--- src/rtl/fifo_rr_scheduler_pkg.sv ---
// Shared encodings for the lane-FIFO round-robin scheduler.
// State is one-hot, so any other pattern is treated as corrupt.
package fifo_rr_scheduler_pkg;

  localparam int DATA_W_DEF    = 8;
  localparam int BURST_LEN_DEF = 4;
  localparam int CNT_W_DEF     = 3;

  localparam logic LANE_0 = 1'b0;
  localparam logic LANE_1 = 1'b1;

  typedef enum logic [2:0] {
    ST_IDLE    = 3'b001,
    ST_SERVE_0 = 3'b010,
    ST_SERVE_1 = 3'b100
  } state_e;

  function automatic state_e serve_state(input logic lane);
    return (lane == LANE_1) ? ST_SERVE_1 : ST_SERVE_0;
  endfunction

endpackage

--- src/rtl/fifo_rr_scheduler_if.sv ---
// Bundle between the two lane FIFOs, the scheduler and the downstream FIFO.
// master = scheduler side, slave = FIFO/environment side.
interface fifo_rr_scheduler_if
  import fifo_rr_scheduler_pkg::*;
#(
  parameter int DATA_W = DATA_W_DEF
);
  // Handshake: pop_x is a read strobe with no ready; it is only raised when
  // empty_x==0 and almost_full==0, and data_x is valid the cycle after pop_x.
  // push_out is a write strobe; almost_full leaves room for one in-flight word.
  logic              empty_0;
  logic              empty_1;
  logic [DATA_W-1:0] data_0;
  logic [DATA_W-1:0] data_1;
  logic              almost_full;
  logic              pop_0;
  logic              pop_1;
  logic              push_out;
  logic [DATA_W-1:0] data_out;
  logic              lane_out;
  logic              idle;

  modport master (
    input  empty_0, empty_1, data_0, data_1, almost_full,
    output pop_0, pop_1, push_out, data_out, lane_out, idle
  );

  modport slave (
    output empty_0, empty_1, data_0, data_1, almost_full,
    input  pop_0, pop_1, push_out, data_out, lane_out, idle
  );

endinterface

--- src/rtl/fifo_rr_scheduler.sv ---
// Round-robin pop scheduler for two lane FIFOs with bounded bursts and
// downstream backpressure; forwards popped words tagged with their lane.
module fifo_rr_scheduler
  import fifo_rr_scheduler_pkg::*;
#(
  parameter int DATA_W    = DATA_W_DEF,
  parameter int BURST_LEN = BURST_LEN_DEF,
  parameter int CNT_W     = CNT_W_DEF
) (
  input  logic                clk_8f,
  input  logic                reset,
  fifo_rr_scheduler_if.master bus,
  output logic [2:0]          dbg_state_o,
  output logic [CNT_W-1:0]    dbg_burst_cnt_o,
  output logic                dbg_last_lane_o
);

  localparam logic [CNT_W-1:0] BURST_MAX = CNT_W'(BURST_LEN);

  state_e            state_q, state_d;
  logic [CNT_W-1:0]  burst_cnt_q, burst_cnt_d;
  logic              last_lane_q, last_lane_d;
  logic              push_q;
  logic              lane_q;

  logic              do_pop;
  logic              pop_lane;
  logic              cont_burst;
  logic              cur_lane;
  logic              own_empty;
  logic              oth_empty;
  logic              pop_0;
  logic              pop_1;
  logic [DATA_W-1:0] sel_data;

  assign cur_lane  = (state_q == ST_SERVE_1) ? LANE_1 : LANE_0;
  assign own_empty = (cur_lane == LANE_1) ? bus.empty_1 : bus.empty_0;
  assign oth_empty = (cur_lane == LANE_1) ? bus.empty_0 : bus.empty_1;

  always_comb begin
    state_d     = state_q;
    burst_cnt_d = burst_cnt_q;
    last_lane_d = last_lane_q;
    do_pop      = 1'b0;
    pop_lane    = LANE_0;
    cont_burst  = 1'b0;
    case (state_q)
      ST_IDLE: begin
        if (!bus.almost_full) begin
          if (!bus.empty_0 && !bus.empty_1) begin
            do_pop   = 1'b1;
            pop_lane = ~last_lane_q;
          end else if (!bus.empty_0) begin
            do_pop   = 1'b1;
            pop_lane = LANE_0;
          end else if (!bus.empty_1) begin
            do_pop   = 1'b1;
            pop_lane = LANE_1;
          end
        end
      end
      ST_SERVE_0, ST_SERVE_1: begin
        // Backpressure freezes the burst: counter and last lane are held.
        if (!bus.almost_full) begin
          if (!own_empty && ((burst_cnt_q < BURST_MAX) || oth_empty)) begin
            do_pop     = 1'b1;
            pop_lane   = cur_lane;
            cont_burst = 1'b1;
          end else if (!oth_empty) begin
            do_pop   = 1'b1;
            pop_lane = ~cur_lane;
          end else begin
            state_d = ST_IDLE;
          end
        end
      end
      default: state_d = ST_IDLE;
    endcase
    if (do_pop) begin
      state_d     = serve_state(pop_lane);
      last_lane_d = pop_lane;
      if (!cont_burst) begin
        burst_cnt_d = CNT_W'(1);
      end else if (burst_cnt_q < BURST_MAX) begin
        burst_cnt_d = burst_cnt_q + CNT_W'(1);
      end
    end
  end

  assign pop_0 = reset && do_pop && (pop_lane == LANE_0);
  assign pop_1 = reset && do_pop && (pop_lane == LANE_1);

  always_ff @(posedge clk_8f) begin
    if (!reset) begin
      state_q     <= ST_IDLE;
      burst_cnt_q <= '0;
      last_lane_q <= LANE_1;
      push_q      <= 1'b0;
      lane_q      <= LANE_0;
    end else begin
      state_q     <= state_d;
      burst_cnt_q <= burst_cnt_d;
      last_lane_q <= last_lane_d;
      push_q      <= pop_0 | pop_1;
      lane_q      <= pop_1;
    end
  end

  // The lane FIFOs present read data one cycle after the pop, which lines up
  // with the registered push, so the word is steered through without a flop.
  assign sel_data = (lane_q == LANE_1) ? bus.data_1 : bus.data_0;

  assign bus.pop_0    = pop_0;
  assign bus.pop_1    = pop_1;
  assign bus.push_out = push_q;
  assign bus.lane_out = lane_q;
  assign bus.data_out = push_q ? sel_data : '0;
  assign bus.idle     = (state_q == ST_IDLE) && !push_q;

  assign dbg_state_o     = state_q;
  assign dbg_burst_cnt_o = burst_cnt_q;
  assign dbg_last_lane_o = last_lane_q;

endmodule

--- src/flat_wrapper.sv ---
// flat-port wrapper written by rule: the top's interface ports become plain ports
module fifo_rr_scheduler_flat import fifo_rr_scheduler_pkg::*;
#(
  parameter int DATA_W    = DATA_W_DEF,
  parameter int BURST_LEN = BURST_LEN_DEF,
  parameter int CNT_W     = CNT_W_DEF
)
  (clk_8f, reset, dbg_state_o, dbg_burst_cnt_o, dbg_last_lane_o, bus_empty_0, bus_empty_1, bus_data_0, bus_data_1, bus_almost_full, bus_pop_0, bus_pop_1, bus_push_out, bus_data_out, bus_lane_out, bus_idle);
  fifo_rr_scheduler_if #(.DATA_W(DATA_W)) bus_i ();
  input  logic clk_8f;
  input  logic reset;
  output logic [2:0] dbg_state_o;
  output logic [CNT_W-1:0] dbg_burst_cnt_o;
  output logic dbg_last_lane_o;
  input wire logic [$bits(bus_i.empty_0)-1:0] bus_empty_0;
  input wire logic [$bits(bus_i.empty_1)-1:0] bus_empty_1;
  input wire logic [$bits(bus_i.data_0)-1:0] bus_data_0;
  input wire logic [$bits(bus_i.data_1)-1:0] bus_data_1;
  input wire logic [$bits(bus_i.almost_full)-1:0] bus_almost_full;
  output wire logic [$bits(bus_i.pop_0)-1:0] bus_pop_0;
  output wire logic [$bits(bus_i.pop_1)-1:0] bus_pop_1;
  output wire logic [$bits(bus_i.push_out)-1:0] bus_push_out;
  output wire logic [$bits(bus_i.data_out)-1:0] bus_data_out;
  output wire logic [$bits(bus_i.lane_out)-1:0] bus_lane_out;
  output wire logic [$bits(bus_i.idle)-1:0] bus_idle;
  assign bus_i.empty_0 = bus_empty_0;
  assign bus_i.empty_1 = bus_empty_1;
  assign bus_i.data_0 = bus_data_0;
  assign bus_i.data_1 = bus_data_1;
  assign bus_i.almost_full = bus_almost_full;
  assign bus_pop_0 = bus_i.pop_0;
  assign bus_pop_1 = bus_i.pop_1;
  assign bus_push_out = bus_i.push_out;
  assign bus_data_out = bus_i.data_out;
  assign bus_lane_out = bus_i.lane_out;
  assign bus_idle = bus_i.idle;
  fifo_rr_scheduler #(.DATA_W(DATA_W), .BURST_LEN(BURST_LEN), .CNT_W(CNT_W)) u_core (.clk_8f(clk_8f), .reset(reset), .bus(bus_i), .dbg_state_o(dbg_state_o), .dbg_burst_cnt_o(dbg_burst_cnt_o), .dbg_last_lane_o(dbg_last_lane_o));
endmodule
--- config.mk ---
export PLATFORM = sky130hd
export DESIGN_NAME = fifo_rr_scheduler_flat
export DESIGN_NICKNAME = d
export VERILOG_FILES = /design/src/rtl/fifo_rr_scheduler_pkg.sv /design/src/rtl/fifo_rr_scheduler_if.sv /design/src/rtl/fifo_rr_scheduler.sv /design/src/flat_wrapper.sv
export SDC_FILE = /design/constraint.sdc
export NUM_CORES = 1
export LEC_CHECK = 0
export ABC_CLOCK_PERIOD_IN_PS = 1680
export CORE_UTILIZATION = 36
export CTS_CLUSTER_DIAMETER = 60
export DETAILED_ROUTE_END_ITERATION = 10
export GPL_TIMING_DRIVEN = 0
export PLACE_DENSITY = 0.78
export SLEW_MARGIN = 25
export SYNTH_ARGS = -nofsm -noshare
export SYNTH_HDL_FRONTEND = slang
export SYNTH_SLANG_ARGS = --single-unit
export TNS_END_PERCENT = 1
--- constraint.sdc ---
create_clock -name clk_8f -period 1.68 [get_ports clk_8f]
set_input_delay 0.252 -clock clk_8f [delete_from_list [all_inputs] [get_ports clk_8f]]
set_output_delay 0.252 -clock clk_8f [all_outputs]
set_load 0.01 [all_outputs]
# ---- Word-level counts from Yosys, hierarchy flattened
# Cells that the tools add are included.
dict set report classes {
  n_addsub 1
  n_lt_le_gt_ge 1
  n_eq_ne 8
  muxes 31
  bitwise 4
  n_reduce_logical 14
}
# op count
set ops {}
lappend ops {{two-way mux 3 bit} 7}
lappend ops {{two-way mux 1 bit} 19}
lappend ops {{two-way mux 8 bit} 2}
lappend ops {{logical AND 1 bit} 6}
lappend ops {{inequality test 3 x 2 -> 1 bit, second input constant} 2}
lappend ops {{case mux 3 bit (2 select lines)} 1}
lappend ops {{logical NOT 1 bit} 4}
lappend ops {{case mux 1 bit (2 select lines)} 2}
lappend ops {{AND reduction 4 bit} 1}
lappend ops {{adder 3 x 1 -> 3 bit, second input constant} 1}
lappend ops {{== test 3 x 1 -> 1 bit, second input constant} 1}
lappend ops {{== test 3 x 2 -> 1 bit, second input constant} 1}
lappend ops {{== test 3 bit, second input constant} 1}
lappend ops {{less-than comparator 3 bit, second input constant} 1}
lappend ops {{inequality test 3 x 1 -> 1 bit, second input constant} 1}
lappend ops {{inverter 1 bit} 3}
lappend ops {{inequality test 2 x 1 -> 1 bit, second input constant} 1}
lappend ops {{inequality test 2 bit, second input constant} 1}
lappend ops {{AND reduction 2 bit} 1}
lappend ops {{OR reduction 2 bit} 1}
lappend ops {{logical OR 1 bit} 1}
lappend ops {{bitwise OR 1 bit} 1}
dict set report word_totals {
  reg_bits 9
  input_bits 21
  out_inout_bits 20
  wordCells 64
}

# ---- Depth between registers and ports, before layout
dict set report depth {
  depth_word 11
  mapped_depth 5
  mapped_depth_nobuf 4
}

# ---- Worst setup path before layout
# Ideal clock, no wire load.
dict set report synth_path {
  kind {register to output}
  startpoint {reg u_core.state_q[0] (netlist: u_core.dbg_state_o[0])}
  endpoint {out bus_pop_1}
  t_arrival_ps 1304
  t_required_ps 1428
  slack_ps 124
  path_stages_with_launch 5
  n_path_buf 0
  path_cell_list {dfxtp_1 -> or3b_1 -> nor3_2 -> a21oi_2 -> nor3_1}
}
dict set report synth_via {
  elab_chain_cells 10
  elab_cells_between_ends 21
  classes_between {eq/ne (3); mux (11); bitwise (1); reduce/logical (6)}
}
# item line_no
set synth_rtl {}
lappend synth_rtl {{start: declaration} fifo_rr_scheduler.sv:20} ;# state_e state_q, state_d;
lappend synth_rtl {{start signal: assignment} fifo_rr_scheduler.sv:101} ;# state_q <= state_d;
lappend synth_rtl {{== test 3 bit} {fifo_rr_scheduler.sv:36, fifo_rr_scheduler.sv:47}}
lappend synth_rtl {{two-way mux 1 bit} fifo_rr_scheduler.sv:36} ;# assign cur_lane = (state_q == ST_SERVE_1) ? LANE_1 : LANE_0;
lappend synth_rtl {{two-way mux 1 bit, on equally long branches} {fifo_rr_scheduler.sv:37, fifo_rr_scheduler.sv:38}}
lappend synth_rtl {{logical NOT 1 bit or logical OR 1 bit (tied branches)} fifo_rr_scheduler.sv:65} ;# if (!own_empty && ((burst_cnt_q < BURST_MAX) || oth_empty)) begin
lappend synth_rtl {{logical AND 1 bit} fifo_rr_scheduler.sv:65}
lappend synth_rtl {{two-way mux 1 bit} fifo_rr_scheduler.sv:65}
lappend synth_rtl {{two-way mux 1 bit} fifo_rr_scheduler.sv:64} ;# if (!bus.almost_full) begin
lappend synth_rtl {{case mux 1 bit (2 select lines)} fifo_rr_scheduler.sv:47} ;# case (state_q)
lappend synth_rtl {{logical AND 1 bit} fifo_rr_scheduler.sv:91} ;# assign pop_1 = reset && do_pop && (pop_lane == LANE_1);
lappend synth_rtl {{logical AND 1 bit *} fifo_rr_scheduler.sv:91}
lappend synth_rtl {{end: declaration} flat_wrapper.sv:21} ;# output wire logic [$bits(bus_i.pop_1)-1:0] bus_pop_1;
# Mark *: on every way between the ends. The rest lies on a longest branch, timed or not.

# ---- Final worst setup path
dict set report layout_path {
  startpoint {reg u_core.state_q[0] (netlist: u_core.dbg_state_o[0])}
  endpoint {out bus_pop_0}
}
dict set report layout_via {
  elab_chain_cells 10
  elab_cells_between_ends 22
  classes_between {eq/ne (3); mux (11); bitwise (2); reduce/logical (6)}
}
# item line_no
set layout_rtl {}
lappend layout_rtl {{== test 3 bit} {fifo_rr_scheduler.sv:36, fifo_rr_scheduler.sv:47}}
lappend layout_rtl {{two-way mux 1 bit} fifo_rr_scheduler.sv:36}
lappend layout_rtl {{two-way mux 1 bit, on equally long branches} {fifo_rr_scheduler.sv:37, fifo_rr_scheduler.sv:38}}
lappend layout_rtl {{logical NOT 1 bit or logical OR 1 bit (tied branches)} fifo_rr_scheduler.sv:65}
lappend layout_rtl {{logical AND 1 bit} fifo_rr_scheduler.sv:65}
lappend layout_rtl {{two-way mux 1 bit} fifo_rr_scheduler.sv:65}
lappend layout_rtl {{two-way mux 1 bit} fifo_rr_scheduler.sv:64}
lappend layout_rtl {{case mux 1 bit (2 select lines)} fifo_rr_scheduler.sv:47}
lappend layout_rtl {{logical AND 1 bit or inverter 1 bit (tied branches)} fifo_rr_scheduler.sv:90} ;# assign pop_0 = reset && do_pop && (pop_lane == LANE_0);
lappend layout_rtl {{logical AND 1 bit *} fifo_rr_scheduler.sv:90}
lappend layout_rtl {{end: declaration} flat_wrapper.sv:20} ;# output wire logic [$bits(bus_i.pop_0)-1:0] bus_pop_0;
# Marked as above.

==> reports/results.txt <==
Initial Util - 39.1%
Sequential fraction of the synthesis area - 26.4%
Vias in the first global route - 676
Least-Margin Pin Slew - 0.310 ns
PwrDens - 564 mW/mm^2
Leakage power - 0.449 nW
Largest net degree at the start of global routing - 11
Total GRT Usage - 17.5%
Failing checks - setup timing
Gp weighted congestion - 0.798
Share of cells above drive strength 1 - 20.8%
NetSw - 189 uW
Crit path DAT - 1.51 ns
Total clock sinks - 9
Root Buffer - clkbuf_4
Worst Setup Path Type - reg -> out
Power Total - 646 uW
Top fanout value on the critical path - 10
Core Box Area - 0.00175 sq mm
#FFs+latches synth - 9
Post-Syn Area - 682 sq um
Pre-Repair DR Iteration Count - 4
Wirelength per Cell - 12.3 um
Final Util - 65.7%
CP Launch Type - register
Layout area overhead - 68.1%
Comb pwr share - 36.7%
Final Setup Violations - 2
Vias - 774
R2r setup slk - 0.22 ns
Clock Path Buffers - 2
Peak Freq - 568 MHz
Grt total ovfl - 0
Post-Place Worst Slack - -0.685 ns
Critical Path End Type - primary output
Cell variety after synth - 34
Residual DRC - 0
Dpl hpwl - 1380 um
Crit share post-route - 105%
Commonest non-fill, non-tap cells in the layout - clkdlybuf4s50_1, dlygate4sd2_1, mux2i_1, nor2b_1, dfxtp_1
I/O Buffers - 38
ANT cells - 0
Critical path required time - 1.43 ns
Fin crit period - 1.76 ns
Initial antenna violation count - 0
Status - finished, violations left
DRT antenna net count - 0
RSZ-0062 raised after global routing - true
Final Hold Fails - 0
Die width - 45.5 um
CTS tree - yes
Rel. slew slack - 79.3%
Clk pwr share - 25.4%
FILL cells - 156
Clock skew - 0.00739 ns
Max cap viols - 0
Die area - 0.00207 sq mm
Max-slew violation count - 0
Reg power frac - 37.9%
Max VDD drop - 0.000511 V
Switching share of total power - 29.3%
Top-Level Pins - 41
# rows - 15
Synthesized area per cell - 8.63 sq um
Clock Latency Late Sink - 0.25 ns
Clock slew at reported path FFs - 0.07 ns
Total Wirelength - 1850 um
Commonest non-fill, non-tap cell in the layout - clkdlybuf4s50_1
Syn_nets - 101
CTS Buf Count - 3
Final setup TNS - -0.127 ns
Hold WC Path Type - in -> reg
Nets@finish - 148
Final WS setup - -0.0819 ns
Synth Instances - 79
Yosys warns - 0
Via density - 5.16
Power Internal - 457 uW
First DRT Iteration DRCs - 10
# H-tree levels - 1
First-pass GRT wire length - 2660 um
Die Height - 45.5 um
==> kinds of logic (layout without fill, tap and decap cells) <==
group	Yosys count	count (layout)	synth area share, %
simple gates	34	34	30.3
xor+xnor	1	1	1.28
mux	8	8	11.7
compound gates	20	20	21.7
buf+inv	6	52	6.79
flops	9	9	26.4
fa+ha+maj	1	1	1.83
==> stage by stage <==
stage / std cells / hold WS [ns] / area, sq um
3_5_place_dp: 142 / 0.490 / 1090
6_report: 150 / 0.465 / 1150
3_3_place_gp: 142 / 0.497 / 1090
5_1_grt: 150 / 0.488 / 1150
4_1_cts: 149 / 0.454 / 1140
2_1_floorplan: 79 / 0.314 / 682
==> registers in the layout, indices dropped and copies added (netlist names) <==
register / count
u_core.dbg_state_o: 3
u_core.dbg_last_lane_o: 1
u_core.bus.push_out: 1
u_core.dbg_burst_cnt_o: 3
u_core.bus.lane_out: 1
==> power by group through the flow <==
stage | clock [mW] | combinational (mW) | sequential [mW]
floorplan | 0 | 0.106 | 0.252
global placement | 0 | 0.227 | 0.249
detailed placement | 0 | 0.231 | 0.249
CTS | 0.168 | 0.234 | 0.245
global route | 0.185 | 0.254 | 0.248
finish | 0.164 | 0.237 | 0.245
==> layout make-up <==
class	count	area [sq um]	area share (%)
inverter	2	7.51	0.655
buffer	4	45.0	3.93
timing repair buffer	42	384	33.5
sequential	9	186	16.3
tap	25	31.3	2.73
multi-input combinational	64	465	40.6
clock buffer	4	26.3	2.29
==> path summary, 6_finish.rpt <==
check / to / startpoint / depth (start not counted)
worst max register to register: u_core.dbg_burst_cnt_o[0] / u_core.dbg_state_o[0] / 6
worst max-delay path: bus_pop_0 / u_core.dbg_state_o[0] / 6
worst min-delay path: u_core.dbg_burst_cnt_o[2] / bus_empty_1 / 4
worst min register to register: u_core.dbg_last_lane_o / u_core.dbg_last_lane_o / 2
==> cells in the mapped netlist <==
master,n,share of area [%]
nand2b_1,1,0.92
a21oi_1,5,3.7
nor2_1,5,2.8
and2b_2,2,2.6
a32o_1,1,1.5
o211ai_1,2,2.2
a211o_1,1,1.3
nor2b_1,8,7.3
ha_1,1,1.8
o21ai_0,2,1.5
nand2_1,4,2.2
a31oi_1,1,0.92
a21oi_2,1,1.3
nor3b_1,2,2.2
and2_1,1,0.92
o32ai_1,1,1.3
nand3b_1,2,2.2
o32ai_2,1,2.4
dfxtp_1,9,26
mux2i_1,8,12
nand3_1,1,0.73
o221ai_1,1,1.3
o22ai_1,2,1.8
nor3_1,3,2.2
or3b_1,2,2.6
buf_2,1,0.73
buf_6,3,5.0
xor2_1,1,1.3
o2bb2ai_1,1,1.3
or3_1,1,0.92
a311oi_1,1,1.3
inv_1,2,1.1
nor3_2,1,1.5
nand2b_2,1,1.3
==> routing by layer <==
| metal | vias to the layer above | GRT usage (%) | routed length (um) |
|---|---|---|---|
| li1 | 381 | - | - |
| met1 | 346 | 18.7 | 692 |
| met2 | 47 | 32.3 | 904 |
| met3 | 0 | 5.16 | 254 |
| met4 | 0 | 5.45 | 0 |
| met5 | - | 0 | 0 |
==> worst max-delay path, stage by stage (launching register included) <==
cell      delay (ns)
dfxtp_2         0.34
buf_6           0.13
xor2_1          0.16
o211ai_1        0.26
nor2_1          0.09
and2_1          0.14
buf_2           0.13
==> repair_timing <==
| action | in CTS | in global routing |
|---|---|---|
| gates resized for setup | 26 | 4 |
| hold buffers | 0 | 0 |
| setup buffers | 3 | 1 |
| pin swaps | 4 | 2 |
| setup endpoints to repair | 11 | 3 |
(Power assumes the default switching activity.)
